### src/rtl/fetch_exec_sequencer_pkg.sv
`default_nettype none
// +----------------------------------------------------------------------------+
// | fetch_exec_sequencer_pkg                                                   |
// | Opcode, state and ACC operation encodings shared by the sequencer.         |
// | Revision: 1.0                                                              |
// +----------------------------------------------------------------------------+
package fetch_exec_sequencer_pkg;

    typedef enum logic [2:0] {
        ST_FETCH  = 3'd0,
        ST_DECODE = 3'd1,
        ST_MEM_RD = 3'd2,
        ST_MEM_WR = 3'd3,
        ST_HALT   = 3'd4
    } state_e;

    localparam logic [3:0] c_op_nop = 4'h0;
    localparam logic [3:0] c_op_lda = 4'h1;
    localparam logic [3:0] c_op_sta = 4'h2;
    localparam logic [3:0] c_op_add = 4'h3;
    localparam logic [3:0] c_op_sub = 4'h4;
    localparam logic [3:0] c_op_and = 4'h5;
    localparam logic [3:0] c_op_jmp = 4'h6;
    localparam logic [3:0] c_op_jz  = 4'h7;
    localparam logic [3:0] c_op_hlt = 4'h8;

    localparam logic [1:0] c_acc_pass = 2'b00;
    localparam logic [1:0] c_acc_add  = 2'b01;
    localparam logic [1:0] c_acc_sub  = 2'b10;
    localparam logic [1:0] c_acc_and  = 2'b11;

    function automatic logic [1:0] acc_op_of(input logic [3:0] opcode);
        logic [1:0] op;
        case (opcode)
            c_op_add: op = c_acc_add;
            c_op_sub: op = c_acc_sub;
            c_op_and: op = c_acc_and;
            default:  op = c_acc_pass;
        endcase
        return op;
    endfunction

endpackage
`default_nettype wire

### src/rtl/fetch_exec_sequencer_bus_wait_timer.sv
`default_nettype none
// +----------------------------------------------------------------------------+
// | fetch_exec_sequencer_bus_wait_timer                                        |
// | Counts memory wait cycles; expired_o marks the last allowed wait cycle.    |
// | Revision: 1.0                                                              |
// +----------------------------------------------------------------------------+
module fetch_exec_sequencer_bus_wait_timer #(
    parameter int WAIT_MAX = 15
) (
    input  logic clk,
    input  logic rst,
    input  logic clear_i,
    input  logic count_i,
    output logic expired_o
);

    localparam int CNT_W = (WAIT_MAX > 1) ? $clog2(WAIT_MAX) : 1;
    localparam logic [CNT_W-1:0] c_last = CNT_W'(WAIT_MAX - 1);

    logic [CNT_W-1:0] r_count_q;
    logic [CNT_W-1:0] w_count_d;

    // Saturates at the last wait cycle so expired_o stays stable until cleared
    always_comb begin
        w_count_d = r_count_q;
        if (clear_i) begin
            w_count_d = '0;
        end else if (count_i && (r_count_q != c_last)) begin
            w_count_d = r_count_q + CNT_W'(1);
        end
    end

    always_ff @(posedge clk) begin
        if (rst) begin
            r_count_q <= '0;
        end else begin
            r_count_q <= w_count_d;
        end
    end

    assign expired_o = (r_count_q == c_last);

endmodule
`default_nettype wire

### src/rtl/fetch_exec_sequencer.sv
`default_nettype none
// +----------------------------------------------------------------------------+
// | fetch_exec_sequencer                                                       |
// | Fetch/decode/execute control FSM arbitrating the single memory port.      |
// | Revision: 1.0                                                              |
// +----------------------------------------------------------------------------+
module fetch_exec_sequencer #(
    parameter int ADDR_W   = 12,
    parameter int WAIT_MAX = 15
) (
    input  logic       clk,
    input  logic       REST,
    input  logic [3:0] OPCODE,
    input  logic       ACC_ZERO,
    input  logic       MEM_RDY,
    output logic       PC_EN,
    output logic       PC_LOAD,
    output logic       IR_LOAD,
    output logic       ADDR_SEL,
    output logic       MEM_RD,
    output logic       MEM_WR,
    output logic       ACC_LOAD,
    output logic [1:0] ACC_OP,
    output logic       HALTED,
    output logic       BUS_ERR,
    output logic       ILL_OP,
    output logic [2:0] STATE
);

    import fetch_exec_sequencer_pkg::*;

    state_e     r_state_q;
    state_e     w_state_d;
    logic [1:0] r_acc_op_q;
    logic [1:0] w_acc_op_d;
    logic       r_bus_err_q;
    logic       r_ill_op_q;

    logic w_pc_en;
    logic w_pc_load;
    logic w_ir_load;
    logic w_addr_sel;
    logic w_mem_rd;
    logic w_mem_wr;
    logic w_acc_load;
    logic w_set_ill_op;
    logic w_access;
    logic w_expired;
    logic w_timeout;
    logic w_timer_clear;
    logic w_timer_count;

    assign w_access = (r_state_q == ST_FETCH) || (r_state_q == ST_MEM_RD) ||
                      (r_state_q == ST_MEM_WR);
    // A ready arriving in the last allowed cycle completes the access instead
    assign w_timeout     = w_access && w_expired && !MEM_RDY;
    assign w_timer_clear = (w_state_d != r_state_q);
    assign w_timer_count = w_access && !MEM_RDY;

    fetch_exec_sequencer_bus_wait_timer #(
        .WAIT_MAX (WAIT_MAX)
    ) u_wait_timer (
        .clk       (clk),
        .rst       (REST),
        .clear_i   (w_timer_clear),
        .count_i   (w_timer_count),
        .expired_o (w_expired)
    );

    always_comb begin
        w_state_d    = r_state_q;
        w_acc_op_d   = r_acc_op_q;
        w_pc_en      = 1'b0;
        w_pc_load    = 1'b0;
        w_ir_load    = 1'b0;
        w_addr_sel   = 1'b0;
        w_mem_rd     = 1'b0;
        w_mem_wr     = 1'b0;
        w_acc_load   = 1'b0;
        w_set_ill_op = 1'b0;
        case (r_state_q)
            ST_FETCH: begin
                if (MEM_RDY) begin
                    w_mem_rd  = 1'b1;
                    w_ir_load = 1'b1;
                    w_pc_en   = 1'b1;
                    w_state_d = ST_DECODE;
                end else if (w_expired) begin
                    w_state_d = ST_HALT;
                end else begin
                    w_mem_rd = 1'b1;
                end
            end
            ST_DECODE: begin
                w_acc_op_d = acc_op_of(OPCODE);
                case (OPCODE)
                    c_op_nop: w_state_d = ST_FETCH;
                    c_op_jmp: begin
                        w_pc_load = 1'b1;
                        w_state_d = ST_FETCH;
                    end
                    c_op_jz: begin
                        w_pc_load = ACC_ZERO;
                        w_state_d = ST_FETCH;
                    end
                    c_op_lda, c_op_add, c_op_sub, c_op_and: w_state_d = ST_MEM_RD;
                    c_op_sta: w_state_d = ST_MEM_WR;
                    c_op_hlt: w_state_d = ST_HALT;
                    default: begin
                        w_set_ill_op = 1'b1;
                        w_state_d    = ST_HALT;
                    end
                endcase
            end
            ST_MEM_RD: begin
                w_addr_sel = 1'b1;
                if (MEM_RDY) begin
                    w_mem_rd   = 1'b1;
                    w_acc_load = 1'b1;
                    w_state_d  = ST_FETCH;
                end else if (w_expired) begin
                    w_state_d = ST_HALT;
                end else begin
                    w_mem_rd = 1'b1;
                end
            end
            ST_MEM_WR: begin
                w_addr_sel = 1'b1;
                if (MEM_RDY) begin
                    w_mem_wr  = 1'b1;
                    w_state_d = ST_FETCH;
                end else if (w_expired) begin
                    w_state_d = ST_HALT;
                end else begin
                    w_mem_wr = 1'b1;
                end
            end
            ST_HALT: w_state_d = ST_HALT;
            default: w_state_d = ST_FETCH;
        endcase
    end

    always_ff @(posedge clk) begin
        if (REST) begin
            r_state_q   <= ST_FETCH;
            r_acc_op_q  <= c_acc_pass;
            r_bus_err_q <= 1'b0;
            r_ill_op_q  <= 1'b0;
        end else begin
            r_state_q  <= w_state_d;
            r_acc_op_q <= w_acc_op_d;
            if (w_timeout) begin
                r_bus_err_q <= 1'b1;
            end
            if (w_set_ill_op) begin
                r_ill_op_q <= 1'b1;
            end
        end
    end

    // Reset aborts any in-flight access immediately, not at the next edge
    assign PC_EN    = w_pc_en    && !REST;
    assign PC_LOAD  = w_pc_load  && !REST;
    assign IR_LOAD  = w_ir_load  && !REST;
    assign MEM_RD   = w_mem_rd   && !REST;
    assign MEM_WR   = w_mem_wr   && !REST;
    assign ACC_LOAD = w_acc_load && !REST;
    assign ADDR_SEL = w_addr_sel;
    assign ACC_OP   = r_acc_op_q;
    assign HALTED   = (r_state_q == ST_HALT);
    assign BUS_ERR  = r_bus_err_q;
    assign ILL_OP   = r_ill_op_q;

    // The state readout rides the address-width debug bus; too narrow a bus cannot carry it
    generate
        if (ADDR_W >= 3) begin : g_state_dbg
            assign STATE = r_state_q;
        end else begin : g_state_tie
            assign STATE = 3'b000;
        end
    endgenerate

endmodule
`default_nettype wire

### config.mk
export PLATFORM = sky130hd
export DESIGN_NAME = fetch_exec_sequencer
export DESIGN_NICKNAME = d
export VERILOG_FILES = /design/src/rtl/fetch_exec_sequencer_pkg.sv /design/src/rtl/fetch_exec_sequencer_bus_wait_timer.sv /design/src/rtl/fetch_exec_sequencer.sv
export SDC_FILE = /design/constraint.sdc
export NUM_CORES = 1
export LEC_CHECK = 0
export BUFFER_PORTS_ARGS = -buffer_cell sky130_fd_sc_hd__buf_2
export CORE_UTILIZATION = 45
export CTS_BUF_LIST = sky130_fd_sc_hd__clkbuf_4 sky130_fd_sc_hd__clkbuf_8
export CTS_CLUSTER_SIZE = 40
export DETAILED_ROUTE_END_ITERATION = 10
export PLACE_DENSITY = 0.72
export SYNTH_ARGS = -nofsm -noshare
export SYNTH_HDL_FRONTEND = slang
export SYNTH_SLANG_ARGS = --single-unit
### constraint.sdc
create_clock -name clk -period 4.9 [get_ports clk]
set_input_delay 0.98 -clock clk [delete_from_list [all_inputs] [get_ports clk]]
set_output_delay 0.98 -clock clk [all_outputs]
set_load 0.02 [all_outputs]
# After elaboration in Yosys (flattened, before gate mapping)
# Cells that the tools add are included.
[op_classes]
add_sub_neg = 1
eq_ne = 15
n_mux = 18
n_reduce_logical = 21
[op_table]
columns = ["cell", "n"]
rows = [
  ["== test 4 x 3 -> 1 bit (second input constant)", 4],
  ["case mux 3 bit (4 select lines)", 1],
  ["2-to-1 mux 1 bit", 11],
  ["logical AND 1 bit", 9],
  ["2-to-1 mux 3 bit", 3],
  ["case mux 3 bit (3 select lines)", 1],
  ["OR reduction 9 bit", 1],
  ["== test 4 x 2 -> 1 bit (second input constant)", 2],
  ["== test 4 bit (second input constant)", 2],
  ["== test 3 x 2 -> 1 bit (second input constant)", 2],
  ["case mux 2 bit (3 select lines)", 1],
  ["OR reduction 2 bit", 3],
  ["adder 4 x 1 -> 4 bit (second input constant)", 1],
  ["== test 4 x 1 -> 1 bit (second input constant)", 1],
  ["zero test 4 bit", 1],
  ["!= test 4 bit (second input constant)", 1],
  ["OR reduction 4 bit", 1],
  ["== test 3 x 1 -> 1 bit (second input constant)", 1],
  ["== test 3 bit (second input constant)", 1],
  ["zero test 3 bit", 1],
  ["!= test 3 bit", 1],
  ["OR reduction 3 bit", 1],
  ["zero test 1 bit", 2],
  ["logical OR 1 bit", 2],
  ["case mux 1 bit (2 select lines)", 1],
]
[totals]
register_bits = 11
in_bits = 8
output_inout_bits = 15

# Logic depth before layout (Yosys ltp)
[logic_depth]
word_depth = 6
mapped_depth = 6
depth_no_buf = 6

# Modules after synthesis
# A second synthesis with hierarchy kept.
[hier_totals]
cells_unflattened = 78
hier_area_um2 = 643.1
[modules_own_cells]
columns = ["module", "n_inst", "cells_per_inst", "area_each_um2", "seq_area_each_um2"]
rows = [
  ["fetch_exec_sequencer", 1, 54, 426.7, 140.1],
  ["fetch_exec_sequencer_bus_wait_timer", 1, 24, 216.5, 80.1],
]

# Worst setup path before layout
# OpenSTA, ideal clock, no wires.
[synth_timing]
path_type = "input-to-output"
start = "input port OPCODE[3]"
end = "output port PC_LOAD"
arrival_time_ns = 2.081
required_time_ns = 3.920
setup_slack_ns = 1.839
cell_stages = 3
path_buffers = 0
path_cell_list = "nor4b_4 > nand2_1 > nor4b_1"
[synth_via]
elab_chain_cells = 4
word_cells_on_any_way = 5
cone_classes = "eq/ne: 2; mux: 2; reduce/logical: 1"
[synth_rtl]
columns = ["item", "line_no", "source"]
rows = [
  ["start: declaration", "fetch_exec_sequencer.sv:13", "input logic [3:0] OPCODE,"],
  ["== test 4 x 3 -> 1 bit", "fetch_exec_sequencer.sv:96", "case (OPCODE)"],
  ["case mux 1 bit (2 select lines) (*)", "fetch_exec_sequencer.sv:96", ""],
  ["2-to-1 mux 1 bit (*)", "fetch_exec_sequencer.sv:81", "case (r_state_q)"],
  ["logical AND 1 bit (*)", "fetch_exec_sequencer.sv:163", "assign PC_LOAD = w_pc_load && !REST;"],
  ["end: declaration", "fetch_exec_sequencer.sv:17", "output logic PC_LOAD,"],
]
# Mark *: on every way between the ends. The rest lies on a longest branch, timed or not.

# Worst setup path after layout
# Same ends and word-level chain as after synthesis.

==> results.md <==
Run status:
- The flow ran to the end, and the final reports show no timing, DRC or antenna violations.

Synth:
- The post-synthesis mux area share is 0%.
- In the synthesized netlist the async set-or-reset flop fraction comes to 0%.
- The largest total area in the synthesized netlist belongs to dfxtp_1.
- The synthesized netlist net count is 98.
- The count of flip-flops with a built-in enable after synthesis is 0.
- Of the total synthesized cell area, the portion taken by AND, OR, NAND and NOR gates is a little over two fifths.
- The post-synthesis share of cell area spent on full adders, half adders and majority gates is 3.53%.
- For this run, the leading register cell type out of synthesis is dfxtp_1.
- The share of Yosys cell area claimed by the top area cell type is a little under a third.
- After synthesis, the largest family of logic cells by area is simple AND/OR/NAND/NOR gates.
- The post-synthesis instance area is 709 sq um.
- The count of state elements after synthesis is 11.
- Sequential elements use between 30% and 40% of the synthesized area.
- After synthesis, the cell types taking the most area are dfxtp_1 (31%), nor2_1 (6.9%), nand2_1 (4.8%).
- The number of instances in the synthesized netlist is a little under 90.
- The mean area per synthesized cell is 8.06 sq um.
- The netlist uses 37 different library cells.
- Summing the areas of all xor and xnor instances in the mapped netlist gives under 10% of the synthesized area.
- The Yosys warning count is 0.
- The synthesized netlist devotes roughly 14% of its cell area to compound gates.

Routing:
- The number of DRC violations after detailed routing is 0.
- The pre-antenna-repair detailed-routing pass consisted of 4 iterations.
- Once detail routing completed, the nets flagged for antenna violations numbered 0.
- For this block, the initial DRC count from the detailed router was 19.
- Wires add up to around 1600 um.
- The mean routed wirelength per cell is 12.9 um.
- The post-detailed-route via-to-cell ratio is about 5.7.
- For this block, the via count after detailed routing is 704.

GRT:
- Across every metal layer, demand over resource in global routing totals between 20% and 30%.
- Global routing finished with a remaining overflow of 0.
- The first-pass GRT wire length is approximately 2700 um.
- The pin count of the biggest net entering global routing is 17.
- The number of global-route vias before repair is between 600 and 700.
- The number of antenna violations at the first check in global routing was 0.

Finish:
- The repair_antennas step left the layout with diodes totalling 0.
- Relative to the synthesized area, the layout overhead comes to 18.9%.
- The fraction of final layout cells sized beyond drive strength 1 is between 20% and 30%.
- The final layout contains 120 nets.
- Cells fill between 60% and 70% of the core in the end.

CTS:
- For the worst-skew pair, the clock arrives at the later sink with an insertion delay of roughly 0.27 ns.
- Once the clock tree was built, the setup fixing pass inserted 0 buffers.
- Clock tree synthesis selected as its root buffer the cell clkbuf_4.
- The number of CTS-inserted buffers is 3.
- The hold buffer count at CTS is 0.
- After clock tree synthesis, the clock-pin slew on the worst setup and hold paths is approximately 0.070 ns.
- The maximum level of the CTS H-tree is 1.
- Gates resized during post-CTS repair numbered 0.
- TritonCTS built the clock tree.
- The clock passes through at most 2 buffers.
- The total clock sinks is 11.

Critical path:
- The instance count on the critical path is 5.
- On the worst path, the slowest cell contributes a delay of roughly 0.32 ns.
- The path type of the worst setup path is input pin to primary output.
- STA classifies the critical path endpoint as a primary output.
- The worst register-to-register path has a depth of 6.
- By instance count, the cell type seen most on the critical path is buf_2.
- Traced cell by cell, the critical path runs through buf_2 -> nor4b_4 -> nand2_1 -> nor4b_1 -> buf_2.
- STA puts the critical path data required time at roughly 4 ns.
- At the worst endpoint, the arrival time is 1.96 ns.
- The critical-path maximum fanout is 6.
- On the critical path the largest part of the delay comes from simple AND/OR/NAND/NOR gates.
- The slowest stage of the critical path is the nor4b_4 cell.
- The type of element launching the critical path is an input pin.
- Counting both buffers and inverters, the worst setup path holds a total of 2.

Pwr:
- The worst-case vdd ir drop is approximately 0.18 mV.
- For this design the static power due to leakage is approximately 0.36 nW.
- The power per cell area is 252 mW/mm^2.
- The total power of the final layout is 0.213 mW.

Floorplanning:
- The area enclosed by the die boundary is between 0.0015 and 0.002 sq mm.
- The total core area is ~0.0014 sq mm.
- The initial standard-cell utilization of the core is roughly half.
- The number of cell rows is 13.
- The die width is 41.7 um.
- The vertical die dimension is around 42 um.
- During I/O placement, the number of pins put on the boundary was 23.

Placement:
- In this run the tool buffered the top-level ports with 22 buffer cells.
- The congestion estimate from routability-driven global placement came to about 0.86.
- Summed over all nets, the half-perimeter wirelength after detailed placement is ~1200 um.

STA:
- The pin slew with the least headroom to its limit is around 0.66 ns.
- Setup repair after global routing left no endpoint under its margin.
- Setup violations remaining at the end of the flow were counted as 0.
- For the final database, setup skew stands at 0.00102 ns.
- The final-report hold violation count is 0.
- The worst pin sits at a relative slew slack of 55.7%.
- Setup total negative slack on the finished layout was measured at 0 ns.
- The number of max-slew violations in the final report is 0.
- The clock period could shrink to ~3 ns.
- The final clock period utilization by the worst path is between 50% and 60%.
- Static timing analysis puts the maximum clock frequency at approximately 0.34 GHz.

Hold path:
- The hold path depth is 2.
- The type of the worst min-delay path is register to register.

Job:
- Max-cap violations in this run came to 0.
tightest hold or removal path, stage by stage, from the launching register on:
cell and delay (ns):
dfxtp_1 0.31, nand2_1 0.05, a21oi_1 0.05
power by group:
part / internal [mW] / switching, mW
sequential: 0.0927 / 0.00709
clock: 0.0371 / 0.0303
combinational: 0.0185 / 0.0269
per-layer routing:
metal	vias to the layer above	routed length (um)	GRT usage, %	share of wire [%]
met2	25	716	31.3	45
met3	2	112	6.96	7.0
met4	0	9	5.81	0.56
met5	-	0	0	0
li1	361	-	-	-
met1	316	758	26.5	47
area by class of cell:
cell class / count / area [sq um]
repair buffers: 22 / 110
clock buffers: 4 / 30.0
fillers: 138 / 539
well taps: 15 / 18.8
multi-input cells: 71 / 460
flip-flops and latches: 11 / 220
inverters: 1 / 3.75
kinds of logic after synthesis:
logic type / count (synthesis)
and+or+nand+nor: 51
AOI/OAI and AO/OA: 14
DFF: 11
buffers and inverters: 6
xor gates and xnor gates: 4
adders and majority gates: 2
through the flow:
| stage | std cells | cell area, sq um | setup slack, ns | hold slack, ns |
|---|---|---|---|---|
| after floorplan | 88 | 709 | 1.84 | 0.528 |
| after global placement | 120 | 813 | 1.97 | 0.436 |
| after detailed placement | 120 | 813 | 1.97 | 0.441 |
| after CTS | 124 | 843 | 1.96 | 0.451 |
| after global routing | 124 | 843 | 1.87 | 0.480 |
| final | 124 | 843 | 1.96 | 0.448 |
path summary, 6_finish.rpt:
check	from	to	slack (ns)
max	OPCODE[3]	PC_LOAD	1.96
min	ACC_OP[0]$_SDFFE_PP0P_	ACC_OP[0]$_SDFFE_PP0P_	0.45
max reg2reg	u_wait_timer.r_count_q[0]$_SDFFE_PP0P_	u_wait_timer.r_count_q[1]$_SDFFE_PP0P_	3.02
min reg2reg	ACC_OP[0]$_SDFFE_PP0P_	ACC_OP[0]$_SDFFE_PP0P_	0.45
synth_stat cells, drive strengths merged (2+ instances only):
cell type / number
a21oi: 4
a31oi: 2
and3: 2
buf: 4
dfxtp: 11
ha: 2
nand2: 9
nand2b: 2
nand3: 3
nand4b: 2
nor2: 13
nor2b: 3
nor3: 4
nor3b: 4
nor4b: 3
xnor2: 3
cell usage in the layout (no fill, tap or decap), types with 2 or more instances in the layout:
cell type / n
nand3_1: 3
ha_1: 2
a31oi_1: 2
dfxtp_1: 11
clkbuf_4: 4
nand2_1: 9
xnor2_1: 3
nand4b_1: 2
nor2_1: 13
a21oi_1: 4
nor3b_1: 3
buf_2: 22
nor2b_1: 3
nor4b_1: 2
nor3_1: 4
and3_1: 2
nand2b_1: 2
sequential cells by signal, summed over array words and instances (netlist names):
register and count:
ACC_OP 2, STATE 3, ILL_OP 1, BUS_ERR 1, u_wait_timer.r_count_q 4
Note: power is estimated with default switching activity, not from simulation.
